File: src/rtl/if_id_hazard_unit_pkg.sv
// Shared encodings for the IF/ID register and hazard unit: control-field
// values decoded upstream, stall-FSM states and the register-match helper.
package if_id_hazard_unit_pkg;

  localparam logic [1:0] REGSRC_ALU     = 2'd0;
  localparam logic [1:0] REGSRC_MEM     = 2'd1;
  localparam logic [1:0] REGSRC_PCPLUS4 = 2'd2;

  localparam logic [1:0] BRANCH_NONE = 2'd0;
  localparam logic [1:0] BRANCH_BEQ  = 2'd1;
  localparam logic [1:0] BRANCH_BNE  = 2'd2;

  localparam logic [1:0] JUMP_NONE = 2'd0;
  localparam logic [1:0] JUMP_J    = 2'd1;
  localparam logic [1:0] JUMP_REG  = 2'd2;
  localparam logic [1:0] JUMP_JAL  = 2'd3;

  typedef enum logic {
    HZ_RUN   = 1'b0,
    HZ_STALL = 1'b1
  } hz_state_e;

  localparam logic [1:0] NEED_NONE = 2'd0;
  localparam logic [1:0] NEED_ONE  = 2'd1;
  localparam logic [1:0] NEED_TWO  = 2'd2;

  // Extra stall cycles spent in HZ_STALL after the detecting RUN cycle.
  localparam int         CNT_W      = 2;
  localparam logic [1:0] LONG_EXTRA = 2'd1;

  // A producer matches a source operand only if it really writes a
  // non-zero register that a live ID instruction actually reads.
  function automatic logic reg_match(
    input logic       wr_en,
    input logic [4:0] wr_reg,
    input logic [4:0] src_reg,
    input logic       src_used,
    input logic       id_valid
  );
    return wr_en && (wr_reg != 5'd0) && (wr_reg == src_reg) && src_used && id_valid;
  endfunction

endpackage

File: src/rtl/if_id_hazard_unit_hazard_detect.sv
// Combinational classification of unforwardable hazards into the number of
// stall cycles the ID instruction must wait (0, 1 or 2).
module hazard_detect
  import if_id_hazard_unit_pkg::*;
(
  input  logic       ID_valid,
  input  logic [4:0] ID_rs,
  input  logic [4:0] ID_rt,
  input  logic       ID_UseRs,
  input  logic       ID_UseRt,
  input  logic [1:0] ID_Branch,
  input  logic [1:0] ID_Jump,
  input  logic       EX_RegWrite,
  input  logic [1:0] EX_RegSrc,
  input  logic [4:0] EX_WriteReg,
  input  logic       MEM_RegWrite,
  input  logic [1:0] MEM_RegSrc,
  input  logic [4:0] MEM_WriteReg,
  output logic [1:0] need
);

  logic ex_rs, ex_rt, mem_rs, mem_rt;
  logic ex_m, mem_m;
  logic use_reg_at_id;
  logic ex_load, ex_alu, mem_load;

  assign ex_rs  = reg_match(EX_RegWrite,  EX_WriteReg,  ID_rs, ID_UseRs, ID_valid);
  assign ex_rt  = reg_match(EX_RegWrite,  EX_WriteReg,  ID_rt, ID_UseRt, ID_valid);
  assign mem_rs = reg_match(MEM_RegWrite, MEM_WriteReg, ID_rs, ID_UseRs, ID_valid);
  assign mem_rt = reg_match(MEM_RegWrite, MEM_WriteReg, ID_rt, ID_UseRt, ID_valid);

  assign ex_m  = ex_rs | ex_rt;
  assign mem_m = mem_rs | mem_rt;

  // Branches and jr compare/consume operands in ID, one stage earlier than ALU ops.
  assign use_reg_at_id = (ID_Branch != BRANCH_NONE) || (ID_Jump == JUMP_REG);

  assign ex_load  = ex_m  && (EX_RegSrc  == REGSRC_MEM);
  assign ex_alu   = ex_m  && (EX_RegSrc  == REGSRC_ALU);
  assign mem_load = mem_m && (MEM_RegSrc == REGSRC_MEM);

  always_comb begin
    need = NEED_NONE;
    if (use_reg_at_id && ex_load) begin
      need = NEED_TWO;
    end else if (ex_load) begin
      need = NEED_ONE;
    end else if (use_reg_at_id && ex_alu) begin
      need = NEED_ONE;
    end else if (use_reg_at_id && mem_load) begin
      need = NEED_ONE;
    end
  end

endmodule

File: src/rtl/if_id_hazard_unit.sv
// IF/ID pipeline register with load-use / branch-operand stall control and a
// saturating stall-cycle counter.
//
//   state    | meaning
//   ---------+--------------------------------------------------------------
//   HZ_RUN   | normal flow; stall this cycle iff the detector reports need
//   HZ_STALL | forced stall of a two-cycle hazard; detection ignored; cnt
//            | counts down and returns to HZ_RUN at terminal count
module if_id_hazard_unit
  import if_id_hazard_unit_pkg::*;
#(
  parameter logic [31:0] NOP_INSTR = 32'h0000_0000,
  parameter int          PERF_W    = 32
) (
  input  logic              clk,
  input  logic              rst,
  input  logic [31:0]       IF_PC,
  input  logic [31:0]       IF_Instr,
  input  logic              ID_UseRs,
  input  logic              ID_UseRt,
  input  logic [1:0]        ID_Branch,
  input  logic [1:0]        ID_Jump,
  input  logic              ID_Redirect,
  input  logic              EX_RegWrite,
  input  logic [1:0]        EX_RegSrc,
  input  logic [4:0]        EX_WriteReg,
  input  logic              MEM_RegWrite,
  input  logic [1:0]        MEM_RegSrc,
  input  logic [4:0]        MEM_WriteReg,
  output logic [31:0]       ID_PC,
  output logic [31:0]       ID_Instr,
  output logic              ID_valid,
  output logic [4:0]        ID_rs,
  output logic [4:0]        ID_rt,
  output logic              PCWrite,
  output logic              IFIDWrite,
  output logic              IDEXFlush,
  output logic [PERF_W-1:0] stall_cycles
);

  hz_state_e        state;
  logic [CNT_W-1:0] cnt;
  logic [CNT_W-1:0] cnt_dec;
  logic [1:0]       need;
  logic             stall;

  assign ID_rs = ID_Instr[25:21];
  assign ID_rt = ID_Instr[20:16];

  hazard_detect u_hazard_detect (
    .ID_valid     (ID_valid),
    .ID_rs        (ID_rs),
    .ID_rt        (ID_rt),
    .ID_UseRs     (ID_UseRs),
    .ID_UseRt     (ID_UseRt),
    .ID_Branch    (ID_Branch),
    .ID_Jump      (ID_Jump),
    .EX_RegWrite  (EX_RegWrite),
    .EX_RegSrc    (EX_RegSrc),
    .EX_WriteReg  (EX_WriteReg),
    .MEM_RegWrite (MEM_RegWrite),
    .MEM_RegSrc   (MEM_RegSrc),
    .MEM_WriteReg (MEM_WriteReg),
    .need         (need)
  );

  assign cnt_dec = cnt - CNT_W'(1);
  assign stall   = (state == HZ_STALL) || (need != NEED_NONE);

  assign PCWrite   = ~stall;
  assign IFIDWrite = ~stall;
  assign IDEXFlush = stall;

  always_ff @(posedge clk) begin
    if (rst) begin
      state <= HZ_RUN;
      cnt   <= '0;
    end else begin
      case (state)
        HZ_RUN: begin
          if (need == NEED_TWO) begin
            state <= HZ_STALL;
            cnt   <= LONG_EXTRA;
          end
        end
        HZ_STALL: begin
          cnt <= cnt_dec;
          if (cnt_dec == '0) begin
            state <= HZ_RUN;
          end
        end
      endcase
    end
  end

  // A redirect during a stall is dropped; the branch re-resolves afterwards.
  always_ff @(posedge clk) begin
    if (rst) begin
      ID_PC    <= 32'h0;
      ID_Instr <= NOP_INSTR;
      ID_valid <= 1'b0;
    end else if (!stall) begin
      ID_PC <= IF_PC;
      if (ID_Redirect) begin
        ID_Instr <= NOP_INSTR;
        ID_valid <= 1'b0;
      end else begin
        ID_Instr <= IF_Instr;
        ID_valid <= 1'b1;
      end
    end
  end

  always_ff @(posedge clk) begin
    if (rst) begin
      stall_cycles <= '0;
    end else if (stall && (stall_cycles != {PERF_W{1'b1}})) begin
      stall_cycles <= stall_cycles + PERF_W'(1);
    end
  end

endmodule
File: config.mk
export PLATFORM = sky130hd
export DESIGN_NAME = if_id_hazard_unit
export DESIGN_NICKNAME = d
export VERILOG_FILES = /design/src/rtl/if_id_hazard_unit_pkg.sv /design/src/rtl/if_id_hazard_unit_hazard_detect.sv /design/src/rtl/if_id_hazard_unit.sv
export SDC_FILE = /design/constraint.sdc
export NUM_CORES = 1
export LEC_CHECK = 0
export BUFFER_PORTS_ARGS = -buffer_cell sky130_fd_sc_hd__buf_2
export CAP_MARGIN = 30
export CORE_MARGIN = 2
export CORE_UTILIZATION = 25
export CTS_CLUSTER_DIAMETER = 60
export DETAILED_ROUTE_END_ITERATION = 8
export PLACE_DENSITY = 0.45
export SYNTH_ARGS = -nofsm -noshare
export SYNTH_HDL_FRONTEND = slang
export SYNTH_SLANG_ARGS = --single-unit
File: constraint.sdc
create_clock -name clk -period 3 [get_ports clk]
set_clock_uncertainty 0.05 [all_clocks]
set_input_delay 0.15 -clock clk [delete_from_list [all_inputs] [get_ports clk]]
set_output_delay 0.15 -clock clk [all_outputs]
set_load 0.02 [all_outputs]
# Word level (Yosys, flattened, before mapping)
# Index checks and enable logic that the tools add are counted.
totals:
  register_bits: 100
  latchBits: 0
  ram_bits: 0
  mem_bits_ro: 0
  input_bits: 89
  word_cells: 62
  memories: 0
classes:
  addsub: 2
  mul: 0
  div_mod_pow: 0
  n_lt_le_gt_ge: 0
  n_eq_ne: 10
  shift: 0
  mux: 11
  n_bitwise: 4
  reduce_logical: 29
ops:
  columns: ["operator", "count"]
  rows:
  - ["32-bit by 1-bit adder with 32-bit output, second input constant", 1]
  - ["32-bit 2-to-1 mux", 1]
  - ["32-bit inequality test, second input constant", 1]
  - ["1-bit logical AND", 21]
  - ["5-bit equality test", 4]
  - ["5-bit nonzero test", 2]
  - ["2-bit 2-to-1 mux", 4]
  - ["2-bit by 1-bit equality test with 1-bit output, second input constant", 2]
  - ["2-bit equality test, second input constant", 2]
  - ["2-bit zero test", 2]
  - ["1-bit 2-to-1 mux", 4]
  - ["2-bit case mux with 2 select lines", 1]
  - ["2-bit nonzero test", 2]
  - ["1-bit logical OR", 2]
  - ["2-bit inequality test, second input constant", 1]
  - ["1-bit inverter", 2]
  - ["1-bit OR", 2]
  - ["1-bit case mux with 2 select lines", 1]
  - ["2-bit by 1-bit subtractor with 2-bit output, second input constant", 1]

# Logic depth before layout (Yosys ltp)
# Gate-level depths: netlist (run 1).
depth:
  ltp_word: 15
  depth_mapped: 9
  mapped_depth_nobuf: 7

# Hierarchy
# Synthesis (run 1) repeated with hierarchy kept, for this count alone.
hier_totals:
  cells_unflattened: 545
  hier_area_um2: 4460.5
modules_own_cells:
  columns: ["module", "n_inst", "cells_each", "area_per_inst_um2", "seq_area_each_um2"]
  rows:
  - ["if_id_hazard_unit", 1, 502, 4140.2, 2001.9]
  - ["hazard_detect", 1, 43, 320.3, 0.0]

# Worst setup path before layout (run 1)
# Ideal clock, no wire load.
synth_path:
  path_kind: "reg-to-reg"
  startpoint: "reg stall_cycles[6]"
  endpoint: "reg stall_cycles[31]"
  arrival_ns: 2.325
  path_slack_ns: 0.554
  stages_incl_launch_ff: 8
  period_less_slack_ns: 2.446
  cell_sequence: "dfxtp_1 > and4_4 > nand3_4 > or3_1 > buf_6 > or4_4 > or3_1 > a21oi_1"
synth_between:
  elab_chain_cells: 2
  word_cells_on_any_way: 3
  classes_between: "1 x add/sub; 1 x eq/ne; 1 x reduce/logical"
synth_rtl:
  columns: ["item", "line_no", "rtl"]
  rows:
  - ["from (decl)", "if_id_hazard_unit.sv:38", "output logic [PERF_W-1:0] stall_cycles"]
  - ["from (signal assigned)", "if_id_hazard_unit.sv:118", "stall_cycles <= stall_cycles + PERF_W'(1);"]
  - ["branches (longest 2 deep; another with 32-bit by 1-bit adder with 32-bit output)", null, null]
# Several ways; the timed one is not identified.
# A chain may end at the register's enable or synchronous reset.

# Final worst setup path (run 1)
layout_path:
  startpoint: "reg ID_Instr[22]"
  endpoint: "out IDEXFlush"
layout_between:
  elab_chain_cells: 13
  word_cells_on_any_way: 22
  classes_between: "2 x eq/ne; 4 x mux; 2 x bitwise; 14 x reduce/logical"
layout_rtl:
  columns: ["item", "line_no", "rtl"]
  rows:
  - ["from (decl)", "if_id_hazard_unit.sv:31", "output logic [31:0] ID_Instr,"]
  - ["from (signal assigned)", "if_id_hazard_unit.sv:108", "ID_Instr <= IF_Instr;"]
  - ["5-bit equality test", "if_id_hazard_unit_pkg.sv:40", "return wr_en && (wr_reg != 5'd0) && (wr_reg == src_reg) && src_used && id_valid;"]
  - ["1-bit logical AND (3 in a row)", "if_id_hazard_unit_pkg.sv:40", null]
  - ["1-bit OR", "if_id_hazard_unit_hazard_detect.sv:33", "assign mem_m = mem_rs | mem_rt;"]
  - ["1-bit logical AND", "if_id_hazard_unit_hazard_detect.sv:40", "assign mem_load = mem_m && (MEM_RegSrc == REGSRC_MEM);"]
  - ["1-bit logical AND", "if_id_hazard_unit_hazard_detect.sv:50", "end else if (use_reg_at_id && mem_load) begin"]
  - ["1-bit 2-to-1 mux", "if_id_hazard_unit_hazard_detect.sv:50", null]
  - ["2-bit 2-to-1 mux", "if_id_hazard_unit_hazard_detect.sv:48", "end else if (use_reg_at_id && ex_alu) begin"]
  - ["2-bit 2-to-1 mux", "if_id_hazard_unit_hazard_detect.sv:46", "end else if (ex_load) begin"]
  - ["2-bit 2-to-1 mux *", "if_id_hazard_unit_hazard_detect.sv:44", "if (use_reg_at_id && ex_load) begin"]
  - ["2-bit nonzero test *", "if_id_hazard_unit.sv:68", "assign stall = (state == HZ_STALL) || (need != NEED_NONE);"]
  - ["1-bit logical OR *", "if_id_hazard_unit.sv:68", null]
  - ["to (decl)", "if_id_hazard_unit.sv:37", "output logic IDEXFlush,"]
# Mark *: on every way between the ends. The rest lies on a longest branch, timed or not.

==> qor.yml, run 1 <==
critical_path:
  cp_top_family: "compound AO/OA/AOI/OAI gates"
  criticalPathCategory: "flip-flop to primary output"
  critPathBufInv: 3
  arrival_ns: 2.61
  crit_end: "IDEXFlush"
  critPathLaunchType: "flip-flop"
  crit_chain: "xor2_1 -> nor4_1 -> a32oi_1 -> o221a_4 -> inv_2 -> buf_12 -> buf_2"
  cp.depth: 7
  slowest_stage: "o221a_4"
  rr_startpoint: "ID_Instr[20]"
  slowest_delay_ns: 0.48
  startpoint: "ID_Instr[22]"
  rrSetupSlack_ns: 0.39
  cp.required_ns: 2.80
  rr_endpoint: "ID_Instr[14]"
  reg2reg_depth: 7
  cp-end-kind: "primary output"
  crit_fanout: 71
synth:
  synthFlopType: "dfxtp_1"
  yosys.cell_count.top_type: "nand2_1"
  synth_seq_cells: 100
  postSynthCellCount: 564
  yosys_warnings: 0
  synth_cell_type_count: 48
  synth_top_area_cell: "dfxtp_1"
  async_flop_share_pct: 0
  synth_area_leaders: "dfxtp_1 43%, a21oi_1 9.6%, nand2_1 8.5%"
  synth_edf_count: 0
  synth.avg_cell_area_um2: 8.208
  synth_common_cells: "105 x nand2_1, 100 x dfxtp_1, 89 x a21oi_1"
  synth_top_area_share_pct: 43.24
  ys_seq_area_share_pct: 43.24
  syn_area_mm2: 0.004629
  synthesis.nets: 655
drt:
  dr.pass1.iters: 8
  routedWlPerCell_um: 14.80
  drt_wl_total_um: 14770
  routed_via_density: 4.808
  drc: 12
  via_count: 4798
  drt_iter0_drc: 290
  antenna_left: 0
timing:
  slew_headroom_pct: 36.42
  final.period_utilization_pct: 93.82
  rsz0062_at_grt: "no"
  setup_violations: 0
  min_period_ns: 2.815
  drv_slew: 0
  tns_ns: 0
  tightest_slew_ns: 0.9537
  fmax_mhz: 355.3
  finalHoldViolations: 0
placed_design:
  hpwl_um: 9939
  routabilityCongestion: 0.8600
  dp.cells: 948
  port_buffers: 198
outcome:
  failed_checks: "DRC"
  status: "complete, but fails checks"
final_layout:
  syn_to_final_growth_pct: 39.05
  instances_no_fill: 998
  nFillCells: 1881
  n_antenna_cell: 0
  nNetsFinal: 856
  regArea_mm2: 0.002002
  drive_gt1_share_pct: 31.60
  multi_input_area_mm2: 0.002364
power:
  irDropWorstVdd_mv: 0.2660
  totalPowerFinal_mw: 3.007
  intPower_mw: 2.274
  clockPowerShare_pct: 42.6
  pwr-share-comb_pct: 10.9
  p_leak_nw: 2.784
  powerDensity_mw_per_mm2: 467.1
  power.switching_mw: 0.7333
  seqPwrFrac_pct: 46.5
  p_sw_share_pct: 24.39
global_route:
  grt_pass1_wl_um: 23630
  grt_max_degree: 89
  use_met2_pct: 25.12
  grt_use_total_pct: 14.75
  gr-max-usage-layer: "met2"
  first_global_vias: 4719
  antenna_found_initial: 0
  grt-ovfl-total: 0
  use_met1_pct: 17.82
  grt_use_met3_pct: 4.752
floorplan:
  initial_utilization_pct: 25.60
  ioPinCount: 199
  die_w_um: 140.1
  coreArea_mm2: 0.01809
  dieArea_mm2: 0.01962
  die_y_um: 140.1
  rows: 49
worst_hold_path:
  holdCritPathClass: "input pin to flip-flop"
clock_network:
  clk_pin_slew_ns: 0.07
  cts_setup_buffers: 0
  cts_tree: "built"
  clock_latency_ns: 0.35
  cts_made_buffers: 9
  h-tree-depth: 3
  clockBufferDepth: 2
  root_buffer: "clkbuf_16"
  numClockSinks: 100
flow_run:
  maxCapViolCount: 0
cell families (layout without fill, tap and decap cells):
kind of cell,Yosys count,count (layout),synth area share [%]
xor gates and xnor gates,20,20,3.784
adders and majority gates,2,2,0.5405
and+or+nand+nor,247,247,28.68
AOI/OAI and AO/OA,127,127,16.03
muxes,7,7,1.703
buffers and inverters,61,266,6.027
DFF,100,100,43.24
power by group through the flow:
| stage | logic [mW] | clock network (mW) | registers, mW |
|---|---|---|---|
| after floorplan | 0.110 | 0 | 1.48 |
| after global placement | 0.292 | 0 | 1.43 |
| after detailed placement | 0.294 | 0 | 1.43 |
| after CTS | 0.329 | 1.34 | 1.40 |
| after global routing | 0.356 | 1.39 | 1.40 |
| final | 0.327 | 1.28 | 1.40 |
timing repair:
action                     in CTS  in global routing
hold endpoints to repair       35                  0
resized for setup               0                  0
setup endpoints to repair       0                  0
hold buffers                   35                  0
layout make-up:
| type | count | area share (%) |
|---|---|---|
| multi-input cells | 403 | 36.72 |
| flip-flops and latches | 100 | 31.10 |
| repair buffers | 243 | 22.24 |
| well taps | 229 | 4.451 |
| clock buffers | 10 | 3.712 |
| clock inverters | 5 | 1.322 |
| inverters | 8 | 0.4665 |
tightest hold or removal path, stage by stage:
cell	delay, ns
buf_2	0.09
nand3b_1	0.06
a21oi_1	0.06
state kept, by name, indices dropped and copies added (netlist names):
signal / count
ID_Instr: 32
cnt: 2
ID_PC: 32
state: 1
ID_valid: 1
stall_cycles: 32
routing by layer:
metal,wire [µm],vias up
met5,0,-
met4,146,0
met3,1039,9
met2,7008,148
met1,6572,2254
li1,-,2387
stage by stage:
stage / instance area [µm²] / setup WS (ns) / util, % / hold slack [ns]
finish: 6437 / 0.1853 / 35.59 / 0.01827
floorplan: 4629 / 0.5542 / - / 0.2360
CTS: 6437 / 0.1633 / 35.59 / 0.0001308
global placement: 5763 / 0.4532 / 31.86 / 0.3396
detailed placement: 5763 / 0.3957 / 31.86 / 0.3456
global route: 6437 / 0.04924 / 35.59 / 0.004129
how the worst min path moves through the flow:
stage / depth (start not counted) / slack, ns / start / endpoint
3_3_place_gp: 3 / 0.34 / IF_PC[2] / ID_PC[2]
5_1_grt: 3 / 0.004 / IF_Instr[13] / ID_Instr[13]
4_1_cts: 3 / 0.0001 / IF_Instr[16] / ID_Instr[16]
2_1_floorplan: 2 / 0.24 / IF_PC[0] / ID_PC[0]
6_report: 3 / 0.02 / IF_Instr[23] / ID_Instr[23]
3_5_place_dp: 3 / 0.35 / IF_PC[8] / ID_PC[8]
placed cells by master (no fill, tap or decap), types with 15 or more instances in the layout:
master	n
dfxtp_1	100
a21oi_1	89
dlygate4sd3_1	35
buf_2	197
xor2_1	16
nand2_1	105
nand3b_1	35
o31ai_1	18
nor2_1	16
nand3_1	15
or4_1	16
Note: power is estimated with default switching activity, not from simulation.
==> inputs of run 2 (changes only) <==
GPL_TIMING_DRIVEN = 0   (was unset)
==> qor.yml, run 2 (synthesis gave the netlist of run 1 again) <==
clock_network:
  clockBufferDepth: 2  # unchanged
  clk_pin_slew_ns: 0.07  # about the same
  numClockSinks: 100  # unchanged
  h-tree-depth: 3  # unchanged
  cts_tree: "built"  # unchanged
  clock_latency_ns: 0.35  # about the same
  root_buffer: "clkbuf_16"  # unchanged
  cts_made_buffers: 9  # unchanged
global_route:
  grt_pass1_wl_um: 25720  # was 23,630 µm
  antenna_found_initial: 0  # unchanged
  grt-ovfl-total: 0  # unchanged
  first_global_vias: 4949  # was 4,719
  grt_max_degree: 21  # was 89
  grt_use_total_pct: 16.36  # was 14.75%
worst_hold_path:
  holdCritPathClass: "input pin to flip-flop"  # unchanged
  hold_path_depth: 3  # unchanged
final_layout:
  layout_common_cells: "198 x buf_2, 105 x nand2_1, 100 x dfxtp_1, 89 x a21oi_1, 35 x nand3b_1"  # was 197 x buf_2, 105 x nand2_1, 100 x dfxtp_1, 89 x a21oi_1
  finalInstanceArea_mm2: 0.006558  # was 0.006437 mm²
  largest_registers: "ID_Instr (32), ID_PC (32), stall_cycles (32)"  # unchanged
  drive_gt1_share_pct: 31.11  # was 31.60%
  final_common_cell: "buf_2"  # unchanged
  n_antenna_cell: 0  # unchanged
  syn_to_final_growth_pct: 41.65  # was 39.05%
  nNetsFinal: 896  # was 856
  instances_no_fill: 1039  # was 998
timing:
  worst_slack_ns: 0.1707  # was 0.1853 ns
  whs_ns: 0.01142  # was 0.01827 ns
  tightest_slew_ns: 0.6475  # was 0.9537 ns
  rsz0062_at_grt: "no"  # unchanged
  fmax_mhz: 353.4  # was 355.3 MHz
  finalHoldViolations: 0  # unchanged
  drv_slew: 0  # unchanged
  final.period_utilization_pct: 94.31  # was 93.82%
  min_period_ns: 2.829  # was 2.815 ns
  setup_violations: 0  # unchanged
  slew_headroom_pct: 56.83  # was 36.42%
placed_design:
  port_buffers: 197  # was 198
  pre_cts_slack_ns: -0.06071  # was 0.3957 ns
  routabilityCongestion: 0.8461  # was 0.8600
  dp.cells: 990  # was 948
  place_area_mm2: 0.005902  # was 0.005763 mm²
  hpwl_um: 12240  # was 9939 µm
outcome:
  status: "complete, but fails checks"  # unchanged
  failed_checks: "DRC"  # unchanged
power:
  irDropWorstVdd_mv: 0.3521  # was 0.2660 mV
  pwr-share-comb_pct: 11.5  # was 10.9%
  seqPwrFrac_pct: 47.4  # was 46.5%
  p_leak_nw: 2.830  # was 2.784 nW
  powerDensity_mw_per_mm2: 450.8  # was 467.1 mW/mm²
  intPower_mw: 2.179  # was 2.274 mW
  clockPowerShare_pct: 41.1  # was 42.6%
  p_sw_share_pct: 26.29  # was 24.39%
  power.switching_mw: 0.7771  # was 0.7333 mW
floorplan:
  ioPinCount: 199  # unchanged
  die_y_um: 140.1  # unchanged
  dieArea_mm2: 0.01962  # unchanged
  die_w_um: 140.1  # unchanged
  initial_utilization_pct: 25.60  # unchanged
  coreArea_mm2: 0.01809  # unchanged
  rows: 49  # unchanged
critical_path:
  cp.required_ns: 3.19  # was 2.80 ns
  arrival_ns: 3.02  # was 2.61 ns
  cp-end-kind: "flip-flop"  # was primary output
  critPathLaunchType: "flip-flop"  # unchanged
  slowest_delay_ns: 0.53  # was 0.48 ns
  crit_fanout: 10  # was 71
  slowest_stage: "buf_1"  # was o221a_4
  reg2reg_depth: 7  # unchanged
  crit_chain: "and4_4 -> nand3_4 -> nor2_1 -> a41o_1 -> buf_1 -> nor4_1 -> mux2_2"  # was xor2_1 -> nor4_1 -> a32oi_1 -> o221a_4 -> inv_2 -> buf_12 -> buf_2
  criticalPathCategory: "flip-flop to flip-flop"  # was flip-flop to primary output
drt:
  dr.pass1.iters: 9  # was 8
  via_count: 5008  # was 4,798
  wl_met3_um: 1112  # was 1039 µm
  wl_met2_um: 7724  # was 7008 µm
  wl_met1_um: 7448  # was 6572 µm
  drt_iter0_drc: 303  # was 290
  antenna_left: 0  # unchanged
  routedWlPerCell_um: 15.98  # was 14.80 µm
  routed_via_density: 4.820  # was 4.808
  top_layer: "met4"  # unchanged
  drc: 12  # unchanged
  drt_wl_total_um: 16600  # was 14,770 µm
flow_run:
  maxCapViolCount: 0  # unchanged
## run 2: area by class of cell
cell class,count,area (µm²)
Buffer,52,255.2
Clock buffer,9,225.2
Clock inverter,7,75.07
Fill cell,1909,11530
Inverter,8,32.53
Multi-Input combinational cell,403,2355
Sequential cell,100,2002
Tap cell,229,286.5
Timing Repair Buffer,231,1326
## run 2: timing repair
| item | CTS | global route |
|---|---|---|
| gates resized for setup | 3 | 11 |
| endpoints found under the setup margin | 19 | 61 |
| hold buffers | 34 | 0 |
| setup buffers | 0 | 0 |
| endpoints found under the hold margin | 34 | 0 |
## run 2: worst paths after layout
kind / from / endpoint / slack, ns
worst max register to register: stall_cycles[6] / stall_cycles[30] / 0.17
worst min register to register: ID_Instr[31] / ID_Instr[31] / 0.40
worst min-delay path: IF_PC[14] / ID_PC[14] / 0.01
worst max-delay path: stall_cycles[6] / stall_cycles[30] / 0.17
## run 2: metal layers
layer  GRT usage, %  up-vias
met5              0        -
met4          6.114        0
met3          4.000       22
met2          27.59      178
met1          20.29     2337
li1               -     2471
## run 2: critical path: cells and delay by family (launching register included)
kind / cells / cell delay, ns
AOI/OAI and AO/OA: 1 / 0.40
buffers and inverters: 1 / 0.53
DFF: 1 / 0.46
muxes: 1 / 0.29
and+or+nand+nor: 4 / 0.97
## run 2: power by group through the flow
| stage | sequential [mW] | combinational (mW) | clock [mW] |
|---|---|---|---|
| floorplan | 1.48 | 0.110 | 0 |
| global placement | 1.43 | 0.305 | 0 |
| detailed placement | 1.43 | 0.309 | 0 |
| CTS | 1.40 | 0.344 | 1.25 |
| global route | 1.41 | 0.372 | 1.30 |
| finish | 1.40 | 0.341 | 1.21 |
## run 2: per-stage QoR
step                power (mW)  util, %  setup TNS (ns)
floorplan                1.589        -               0
global placement         1.734    32.63        -0.07086
detailed placement       1.740    32.63         -0.4007
CTS                      2.992    36.18               0
global route             3.081    36.26               0
finish                   2.956    36.26               0
